### config.mk
export PLATFORM = sky130hd
export DESIGN_NAME = ifetch_unit
export DESIGN_NICKNAME = d
export VERILOG_FILES = /design/src/rtl/ifetch_unit.sv
export SDC_FILE = /design/constraint.sdc
export NUM_CORES = 1
export LEC_CHECK = 0
export CAP_MARGIN = 0
export CORE_MARGIN = 10
export CORE_UTILIZATION = 45
export CTS_CLUSTER_SIZE = 12
export DETAILED_ROUTE_END_ITERATION = 10
export GPL_ROUTABILITY_DRIVEN = 0
export GPL_TIMING_DRIVEN = 0
export HOLD_SLACK_MARGIN = 0.02
export PLACE_DENSITY = 0.73
export SLEW_MARGIN = 20
export SYNTH_ARGS = -nofsm -noshare
export SYNTH_HDL_FRONTEND = slang
export SYNTH_SLANG_ARGS = --single-unit
### constraint.sdc
create_clock -name clk -period 10 [get_ports clk]
set_clock_uncertainty 0.2 [all_clocks]
set_input_delay 1 -clock clk [delete_from_list [all_inputs] [get_ports clk]]
set_output_delay 1 -clock clk [all_outputs]
set_load 0.01 [all_outputs]
### src/rtl/ifetch_unit.sv
// Instruction fetch: PC register driving a combinational imem, feeding a small in-order queue to decode.
// Head appears one edge after fetch; fetch stalls while the queue is full and not draining.
module ifetch_unit #(
    parameter logic [31:0] RESET_PC = 32'h0000_0000,
    parameter int          QDEPTH   = 2
) (
    input  logic        clk,
    input  logic        rst_n,
    output logic [31:0] iaddr,
    input  logic [31:0] idata,
    input  logic        redirect_valid,
    input  logic [31:0] redirect_pc,
    output logic        instr_valid,
    output logic [31:0] instr,
    output logic [31:0] instr_pc,
    input  logic        instr_ready,
    output logic [31:0] fetch_cnt
);

    localparam int            PW      = $clog2(QDEPTH);
    localparam logic [PW:0]   DEPTH_C = (PW+1)'(QDEPTH);
    localparam logic [31:0]   START_C = {RESET_PC[31:2], 2'b00};

    typedef struct packed {
        logic [31:0] pc;
        logic [31:0] dat;
    } entry_t;

    entry_t        q_mem_q [QDEPTH];
    logic [PW-1:0] head_q, head_d;
    logic [PW-1:0] tail_q, tail_d;
    logic [PW:0]   count_q, count_d;
    logic [31:0]   fetch_pc_q, fetch_pc_d;
    logic [31:0]   fetch_cnt_q, fetch_cnt_d;
    logic          push;
    logic          pop;

    // Redirect suppresses both sides of the queue so stale words are never handed to decode.
    always_comb begin
        pop  = (count_q != '0) & instr_ready & ~redirect_valid;
        push = ~redirect_valid & ((count_q < DEPTH_C) | pop);
    end

    always_comb begin
        head_d      = head_q;
        tail_d      = tail_q;
        count_d     = count_q;
        fetch_pc_d  = fetch_pc_q;
        fetch_cnt_d = fetch_cnt_q;
        if (redirect_valid) begin
            head_d     = '0;
            tail_d     = '0;
            count_d    = '0;
            fetch_pc_d = {redirect_pc[31:2], 2'b00};
        end else begin
            if (push) begin
                tail_d      = tail_q + (PW)'(1);
                fetch_pc_d  = fetch_pc_q + 32'd4;
                fetch_cnt_d = fetch_cnt_q + 32'd1;
            end
            if (pop) begin
                head_d = head_q + (PW)'(1);
            end
            case ({push, pop})
                2'b10:   count_d = count_q + (PW+1)'(1);
                2'b01:   count_d = count_q - (PW+1)'(1);
                default: count_d = count_q;
            endcase
        end
    end

    always_ff @(posedge clk) begin
        if (!rst_n) begin
            head_q      <= '0;
            tail_q      <= '0;
            count_q     <= '0;
            fetch_pc_q  <= START_C;
            fetch_cnt_q <= '0;
            for (int i = 0; i < QDEPTH; i++) begin
                q_mem_q[i] <= '0;
            end
        end else begin
            head_q      <= head_d;
            tail_q      <= tail_d;
            count_q     <= count_d;
            fetch_pc_q  <= fetch_pc_d;
            fetch_cnt_q <= fetch_cnt_d;
            if (push) begin
                q_mem_q[tail_q] <= '{pc: fetch_pc_q, dat: idata};
            end
        end
    end

    always_comb begin
        iaddr       = fetch_pc_q;
        instr_valid = (count_q != '0);
        instr       = q_mem_q[head_q].dat;
        instr_pc    = q_mem_q[head_q].pc;
        fetch_cnt   = fetch_cnt_q;
    end

endmodule
==> results of run 1 <==
==> critical path, stage by stage, from the launching register on <==
cell and delay (ns):
dfxtp_1 0.31, clkbuf_1 0.33, clkbuf_1 0.44, inv_1 0.12, ha_1 0.22, or3b_1 0.37
buf_6 0.15, nand2_1 0.07, and3_1 0.15, clkbuf_1 0.56, nand2b_4 0.43, buf_16 0.31
==> registers in the layout, summed over array words and instances, names as in the netlist, named ones only <==
name and count:
count_q 2, fetch_cnt 32, head_q 1, iaddr 30, q_mem_q 124, tail_q 1
==> stage by stage <==
stage                     instance area (um^2)  hold WS (ns)  instances  setup WS (ns)  utilization, %
final                                    11640        0.3215       1228          5.976           61.81
after global routing                     11640        0.3386       1228          5.699           61.81
after CTS                                11630        0.3177       1228          6.016           61.77
after detailed placement                 11010        0.2978       1196          5.923           58.49
after global placement                   10890        0.2867       1192        -0.2587           57.81
after floorplan                           8658        0.2725        742          3.028               -
==> cells in the final DEF (no fill, tap or decap), drive strengths merged, types with 6 or more instances in the layout <==
master and n:
clkdlybuf4s50 190, and2 128, edfxtp 124, dfxtp 67, mux2 62, clkbuf 57
nor2 41, xor2 38, a21oi 28, nand3 28, nand2 27, nand4 25
o21ai 25, xnor2 19, inv 19, buf 10, nor3 9, and3 8
and4 6, a211oi 6
==> worst max path at each step <==
stage                            from        endpoint  slack, ns  depth (start not counted)
final                      count_q[1]  q_mem_q[1][52]       5.98                         11
after global routing       count_q[1]  q_mem_q[0][46]       5.70                         12
after CTS                  count_q[1]  q_mem_q[0][44]       6.02                         12
after detailed placement        rst_n  q_mem_q[0][53]       5.92                          8
after global placement    instr_ready  q_mem_q[0][24]      -0.26                          6
after floorplan            count_q[1]   q_mem_q[0][0]       3.03                          9
==> kinds of logic after synthesis <==
kind of cell / count (synthesis) / synth area share [%]
and+or+nand+nor: 290 / 18.93
buffers and inverters: 57 / 2.735
muxes: 65 / 8.421
other: 1 / 0.04337
AOI/OAI and AO/OA: 75 / 5.093
xor gates and xnor gates: 57 / 5.773
DFF: 191 / 58.57
adders and majority gates: 3 / 0.4341
==> layout make-up <==
type / instances / area (um^2)
Timing Repair Buffer: 194 / 2012
Clock inverter: 15 / 192.7
Fill cell: 1544 / 7192
Tap cell: 260 / 325.3
Multi-Input combinational cell: 494 / 3382
Buffer: 46 / 195.2
Inverter: 11 / 41.29
Clock buffer: 17 / 425.4
Sequential cell: 191 / 5065
==> where the power goes <==
part,switching [uW],internal [uW]
registers,23.2,886
logic,109,128
clock network,328,383
total,461,1400
==> metal layers <==
metal  track usage, %  share of wire (%)
met1            22.92                 41
met2            29.86                 48
met3            6.449                 10
met4            4.720                1.4
met5                0              0.056
==> run metrics, run 1 <==
antenna diode count 0; top-count cell post-synth and2_1; RSZ-0062 raised after global routing no; min Tclk post-route 4.024 ns; worst endpoint data arrival time 3.93 ns; worst hold endpoint head_q; Peak VDD IR 0.0001190 V; Max Clk Rate 248.5 MHz; DR pass1 iterations 5; WHS Path Cells 2; top cell type's share of synthesized area 43.06%; initial cell density of the core 45.92%; Ys Warns 0; crit share post-route 40.24%; top cells by count, synth and2_1, edfxtp_1, dfxtp_1; DP Wirelength 16870 um; TritonCTS Buffers 17; area leader, netlist edfxtp_1; layout cells sized above 1 11.16%; largest net degree at the start of global routing 51; worst r2r src count_q[1]; critical path launch point type flip-flop; Setup CP Type flip-flop to flip-flop; DIE AREA 25160 um^2; synth unique cells 44; Worst R2R Setup Slack 5.98 ns; vias 6309; num rows 50; worst r2r dst q_mem_q[1][52]; CTS resizes 0; Rel. slew slack 39.47%; GRT Overall Usage 18.41%; Post-synth top flop edfxtp_1; final layout net count 1026; Post-synth EDFFs 124; sequential fraction of the synthesis area 58.57%; Post-CTS Hold Fix Bufs 0; CTS clock-pin slew for the worst setup and hold paths 0.07 ns; CP max FO 50; P_leak 0.004215 uW; # setup viols final 0; WL per Instance 18.91 um; final hold vios 0; clock sinks 191; ys async rst share 0%; clock tree root buffer cell clkbuf_16; actual slew at the worst max-slew pin 0.9080 ns; Max-Cap Viols 0; setup total negative slack 0 ns; Hold/Removal Path Class flip-flop to flip-flop; netlist area before placement 8647 um^2; postcts setup bufs 0; chip width 158.6 um; Iter 0 DRT Violations 410; CTS tree done; Reg2Reg Depth 11; ANT nets after route 0; number of remaining DRC errors 0; die height 158.6 um; initial antenna violation count 1; Synth Area per Inst 11.70 um^2; HP Start head_q; Max Slew Vio Count 0; # IOs 197; vias in the first global route 6316; total power 1857 uW; cell area power density 159.6 nW/um^2; htree depth 4; CP Capture Type flip-flop; IO Port Bufs 190; Clk Latency, worst-skew pair 0.43 ns; Data required, critical path 9.91 ns; top cells by area, synth edfxtp_1, dfxtp_1, and2_1; Max Buffers Root-to-Sink 2; CORE AREA 18830 um^2; first-pass GRT wire length 35660 um; layout overhead on the synthesized area 34.60%; Synth Register Bits 191; final WL 23220 um; Synth Instances 739; vias per cell 5.138; total gr overflow 0; status finished clean
Note: power is estimated with default switching activity, not from simulation.
==> run 2, diff against run 1 <==
Settings changed: PLACE_DENSITY 0.73 to 0.76.
Clock period 10 ns to 3.3 ns, I/O delays scaled along.
==> run metrics, run 2 (synthesis gave the netlist of run 1 again) <==
status finished clean (unchanged); Inst Count DP 1195 (was 1196); CP max FO 10 (was 50); Rel. slew slack 30.22% (was 39.47%); worst endpoint data arrival time 2.63 ns (was 3.93 ns); worst setup slack after layout 0.1374 ns (was 5.976 ns); Max Clk Rate 316.2 MHz; Setup CP Type flip-flop to output pin (was flip-flop to flip-flop); Critical Path Sink instr_pc[28] (was q_mem_q[1][52]); final WL 23450 um (was 23220 um); first-pass GRT wire length 35180 um (was 35660 um); worst r2r dst q_mem_q[0][27] (was q_mem_q[1][52]); Design Area, Final 11650 um^2 (was 11640 um^2); vias in the first global route 6161 (was 6316); antenna diode count 0 (unchanged); htree depth 4 (unchanged); Clk Latency, worst-skew pair 0.43 ns (about the same); Core Util, Final 61.89% (was 61.81%); Int Pwr 4145 uW (was 1397 uW); Gate power share 13.2% (was 12.8%); DIE AREA 25160 um^2 (unchanged); slowest stage delay, CP 0.54 ns (was 0.56 ns); vias 6377 (was 6309); actual slew at the worst max-slew pin 1.037 ns (was 0.9080 ns); IO Port Bufs 190 (unchanged); Max-Cap Viols 0 (unchanged); CTS tree done (unchanged); Max Slew Vio Count 0 (unchanged); critical path launch point type flip-flop (unchanged); P_leak 0.004240 uW (was 0.004215 uW); worst r2r src count_q[1] (unchanged); min Tclk post-route 3.163 ns; clock tree root buffer cell clkbuf_16 (unchanged); area of the multi-input gates 3428 um^2 (was 3382 um^2); register area 5065 um^2 (unchanged); TritonCTS Buffers 17 (unchanged); Fill cells 1504 (was 1544); dpl cell area 10990 um^2 (was 11010 um^2); Peak VDD IR 0.0004103 V (was 0.0001190 V); layout overhead on the synthesized area 34.77% (was 34.60%); RSZ-0062 raised after global routing no (unchanged); Data required, critical path 2.77 ns (was 9.91 ns); GRT Overall Usage 18.32% (was 18.41%); # IOs 197 (unchanged); largest net degree at the start of global routing 32 (was 51); num rows 50 (unchanged); Slowest cell on crit path clkbuf_1 (unchanged); layout cells sized above 1 12.76% (was 11.16%); Sw Ratio 24.69% (was 24.81%); clock sinks 191 (unchanged); Worst R2R Setup Slack 0.17 ns (was 5.98 ns); number of remaining DRC errors 0 (unchanged); Iter 0 DRT Violations 433 (was 410); Reg2Reg Depth 12 (was 11); initial antenna violation count 1 (unchanged); DP Wirelength 16820 um (was 16870 um); chip width 158.6 um (unchanged); die height 158.6 um (unchanged); Hold/Removal Path Class primary input to flip-flop (was flip-flop to flip-flop); Flop pwr share 50.1% (was 48.9%); CTS clock-pin slew for the worst setup and hold paths 0.07 ns (about the same); most frequent cells in the layout clkdlybuf4s50_1, and2_1, edfxtp_1 (unchanged); max reg flops 124 (unchanged); cell area power density 472.2 nW/um^2 (was 159.6 nW/um^2); sw power 1359 uW (was 460.7 uW); # setup viols final 0 (unchanged); DP Worst Slack -0.5357 ns (was 5.923 ns); ANT nets after route 0 (unchanged); WL per Instance 19.03 um (was 18.91 um); Hold Slack 0.2853 ns (was 0.3215 ns); most common cell after layout, fill and taps aside clkdlybuf4s50_1 (unchanged); CP Cell Sequence clkbuf_1 > clkbuf_1 > mux2_2 > clkdlybuf4s50_1 (was clkbuf_1 > clkbuf_1 > inv_1 > ha_1 > or3b_1 > buf_6 > nand2_1 > and3_1 > clkbuf_1 > nand2b_4 > buf_16); Max Buffers Root-to-Sink 2 (unchanged); crit share post-route 95.84%; total gr overflow 0 (unchanged); clock share of power 36.8% (was 38.3%); vias per cell 5.176 (was 5.138); CP Capture Type output pin (was flip-flop); CORE AREA 18830 um^2 (unchanged); Largest Register q_mem_q (unchanged); final layout net count 1030 (was 1026); fin cells 1232 (was 1228); initial cell density of the core 45.92% (unchanged); crit-path most repeated cell clkbuf_1 (unchanged); DR pass1 iterations 5 (unchanged); final hold vios 0 (unchanged)
## run 2: cell types whose count changed in the layout (fill, tap and decap cells not counted), sizes merged
cell / change
buf: +4
nand2b: +2
bufinv: -1
clkbuf: -1
## run 2: layer usage
metal  wire, um  GRT usage [%]
met1       9438          21.68
met2      11560          30.60
met3       2242          7.178
met4        198          4.411
met5         13              0
## run 2: through the flow
step | total power [uW] | TNS [ns]
final | 5503 | 0
after global routing | 5704 | 0
after CTS | 5531 | -0.3705
after detailed placement | 3531 | -42.01
after global placement | 3498 | -87.67
after floorplan | 3110 | 0
## run 2: how the worst min path moves through the flow
stage / from / to / slack (ns) / cells after the start
CTS: redirect_pc[3] / iaddr[3] / 0.27 / 3
floorplan: head_q / flip-flop / 0.27 / 2
global placement: head_q / head_q / 0.29 / 2
finish: redirect_pc[3] / iaddr[3] / 0.29 / 3
global route: redirect_pc[3] / iaddr[3] / 0.28 / 3
detailed placement: head_q / flip-flop / 0.30 / 2
## run 2: area by class of cell
cell class,instances,area share (%)
clock inverter,14,1.256
inverter,11,0.3543
buffer,45,1.750
timing repair buffer,197,17.29
multi-input combinational,496,29.42
sequential,191,43.46
clock buffer,18,3.683
tap,260,2.791
## run 2: critical path: cells and delay by family, from the launching register on
family | cells | cell delay, ns
buffers and inverters | 3 | 1.48
flip-flops | 1 | 0.31
multiplexers | 1 | 0.41
## run 2: power by group through the flow
stage | clock [uW] | sequential (uW) | combinational, uW
floorplan | 0 | 2800 | 309
global placement | 0 | 2800 | 693
detailed placement | 0 | 2810 | 721
CTS | 2040 | 2760 | 731
global route | 2160 | 2770 | 778
finish | 2020 | 2750 | 724
## run 2: repair_timing
item	CTS	global route
pin swaps	1	1
hold buffers	0	0
resized for setup	4	18
gates cloned	2	0
setup endpoints to repair	120	107
buffers inserted	1	3
==> run 3, diff against run 2 <==
Settings changed: TNS_END_PERCENT set to 1.
==> run metrics, run 3 (synthesis gave the netlist of run 1 again) <==
DP Worst Slack -0.6977 ns (was -0.5357 ns); chip width 158.6 um (unchanged); Hold/Removal Path Class primary input to flip-flop (unchanged); DR pass1 iterations 5 (unchanged); # setup viols final 83 (was 0); vias per cell 5.158 (was 5.176); P_leak 0.004233 uW (was 0.004240 uW); Data required, critical path 3.24 ns (was 2.77 ns); most frequent cells in the layout clkdlybuf4s50_1, and2_1, edfxtp_1 (unchanged); met1 WL 9825 um (was 9438 um); Max Clk Rate 292.1 MHz (was 316.2 MHz); WHS Path Cells 3 (unchanged); total gr overflow 0 (unchanged); vias 6360 (was 6377); Rel. slew slack 41.69% (was 30.22%); TritonCTS Buffers 17 (unchanged); Max-Cap Viols 0 (unchanged); CP Capture Type flip-flop (was output pin); HP Start redirect_pc[3] (unchanged); worst r2r dst q_mem_q[0][19] (was q_mem_q[0][27]); Hold Slack 0.2783 ns (was 0.2853 ns); largest net degree at the start of global routing 22 (was 32); failing checks setup timing; actual slew at the worst max-slew pin 0.8714 ns (was 1.037 ns); final WL 23710 um (was 23450 um); worst endpoint data arrival time 3.37 ns (was 2.63 ns); Peak VDD IR 0.0004263 V (was 0.0004103 V); layout cells sized above 1 12.65% (was 12.76%); Clk Latency, worst-skew pair 0.43 ns (about the same); htree depth 4 (unchanged); metal2 WL 11270 um (was 11560 um); first-pass GRT wire length 35820 um (was 35180 um); cell area power density 474.3 nW/um^2 (was 472.2 nW/um^2); RSZ-0062 raised after global routing yes (was no); DIE AREA 25160 um^2 (unchanged); Setup CP Type flip-flop to flip-flop (was flip-flop to output pin); Largest Register q_mem_q (unchanged); max reg flops 124 (unchanged); worst hold endpoint iaddr[3] (unchanged); most common cell after layout, fill and taps aside clkdlybuf4s50_1 (unchanged); final hold vios 0 (unchanged); CP max FO 16 (was 10); number of remaining DRC errors 0 (unchanged); crit share post-route 103.8% (was 95.84%); WL per Instance 19.23 um (was 19.03 um); Top Metal Used met5 (unchanged); layout overhead on the synthesized area 35.13% (was 34.77%); initial cell density of the core 45.92% (unchanged); vias in the first global route 6285 (was 6161); num rows 50 (unchanged); clock tree root buffer cell clkbuf_16 (unchanged); DR WL met3 2395 um (was 2242 um); Design Area, Final 11690 um^2 (was 11650 um^2); DP Wirelength 16760 um (was 16820 um); die height 158.6 um (unchanged); CTS clock-pin slew for the worst setup and hold paths 0.08 ns (was 0.07 ns); Reg2Reg Depth 11 (was 12); ANT nets after route 0 (unchanged); CTS tree done (unchanged); final layout net count 1030 (unchanged); Core Util, Final 62.05% (was 61.89%); min Tclk post-route 3.424 ns (was 3.163 ns); Iter 0 DRT Violations 373 (was 433); worst r2r src count_q[1] (unchanged); IO Port Bufs 190 (unchanged); status finished, violations left (was finished clean); critical path launch point type flip-flop (unchanged); # IOs 197 (unchanged); dpl cell area 10980 um^2 (was 10990 um^2); initial antenna violation count 3 (was 1); CORE AREA 18830 um^2 (unchanged); clock sinks 191 (unchanged); Max Buffers Root-to-Sink 2 (unchanged); Post-CTS Hold Fix Bufs 0 (unchanged); worst setup slack after layout -0.1239 ns (was 0.1374 ns); Max Slew Vio Count 0 (unchanged); Worst R2R Setup Slack -0.12 ns (was 0.17 ns); GRT Overall Usage 18.60% (was 18.32%)
## run 3: cell type report
| class | instances | area, um^2 |
|---|---|---|
| Buffer | 45 | 200.2 |
| Inverter | 11 | 41.29 |
| Sequential cell | 191 | 5065 |
| Timing Repair Buffer | 196 | 2007 |
| Fill cell | 1513 | 7146 |
| Multi-Input combinational cell | 497 | 3436 |
| Clock buffer | 17 | 425.4 |
| Tap cell | 260 | 325.3 |
| Clock inverter | 15 | 182.7 |
| Antenna cell | 1 | 2.502 |
## run 3: repair_timing
action | 4_1_cts | 5_1_grt
gates cloned | 3 | 0
pin swaps | 1 | 1
endpoints found under the setup margin | 211 | 155
gates resized for setup | 6 | 8
endpoints found under the hold margin | 0 | 0
setup buffers | 1 | 2
## run 3: worst max-delay path: stages (launching register included)
cell and delay, ns:
dfxtp_1 0.31, clkbuf_1 0.40, clkbuf_4 0.34, inv_1 0.08, ha_1 0.22, nand2b_1 0.17, clkbuf_1 0.31, a21oi_2 0.39
inv_1 0.12, o21ai_4 0.22, buf_16 0.20, buf_8 0.18
## run 3: how the worst max path moves through the flow
stage                     from             end  slack (ns)  cells after the start
detailed placement  count_q[1]  q_mem_q[1][21]       -0.70                     10
floorplan           count_q[1]   q_mem_q[0][0]        -0.1                      9
global placement    count_q[1]  q_mem_q[0][34]       -1.11                      9
CTS                 count_q[1]   fetch_cnt[31]       -0.29                     10
finish              count_q[1]  q_mem_q[0][19]       -0.12                     11
global route        count_q[1]    fetch_cnt[8]       -0.27                     10
## run 3: per-stage QoR
stage | instances | power (uW) | setup TNS, ns
finish | 1233 | 5542 | -6.629
global placement | 1192 | 3501 | -113.86
global route | 1232 | 5733 | -28.85
floorplan | 742 | 3110 | -6.052
CTS | 1230 | 5577 | -0.6928
detailed placement | 1195 | 3530 | -70.85
## run 3: routing by layer
layer	track usage, %	up-vias
li1	-	3063
met4	4.499	4
met1	22.81	3063
met5	0	-
met2	30.46	209
met3	6.854	21
## run 3: power breakdown
group	total, uW	internal [uW]	switching [uW]
Sequential	2750	2680	71.2
Clock	2060	1030	1030
Combinational	724	386	337
Total	5540	4100	1440
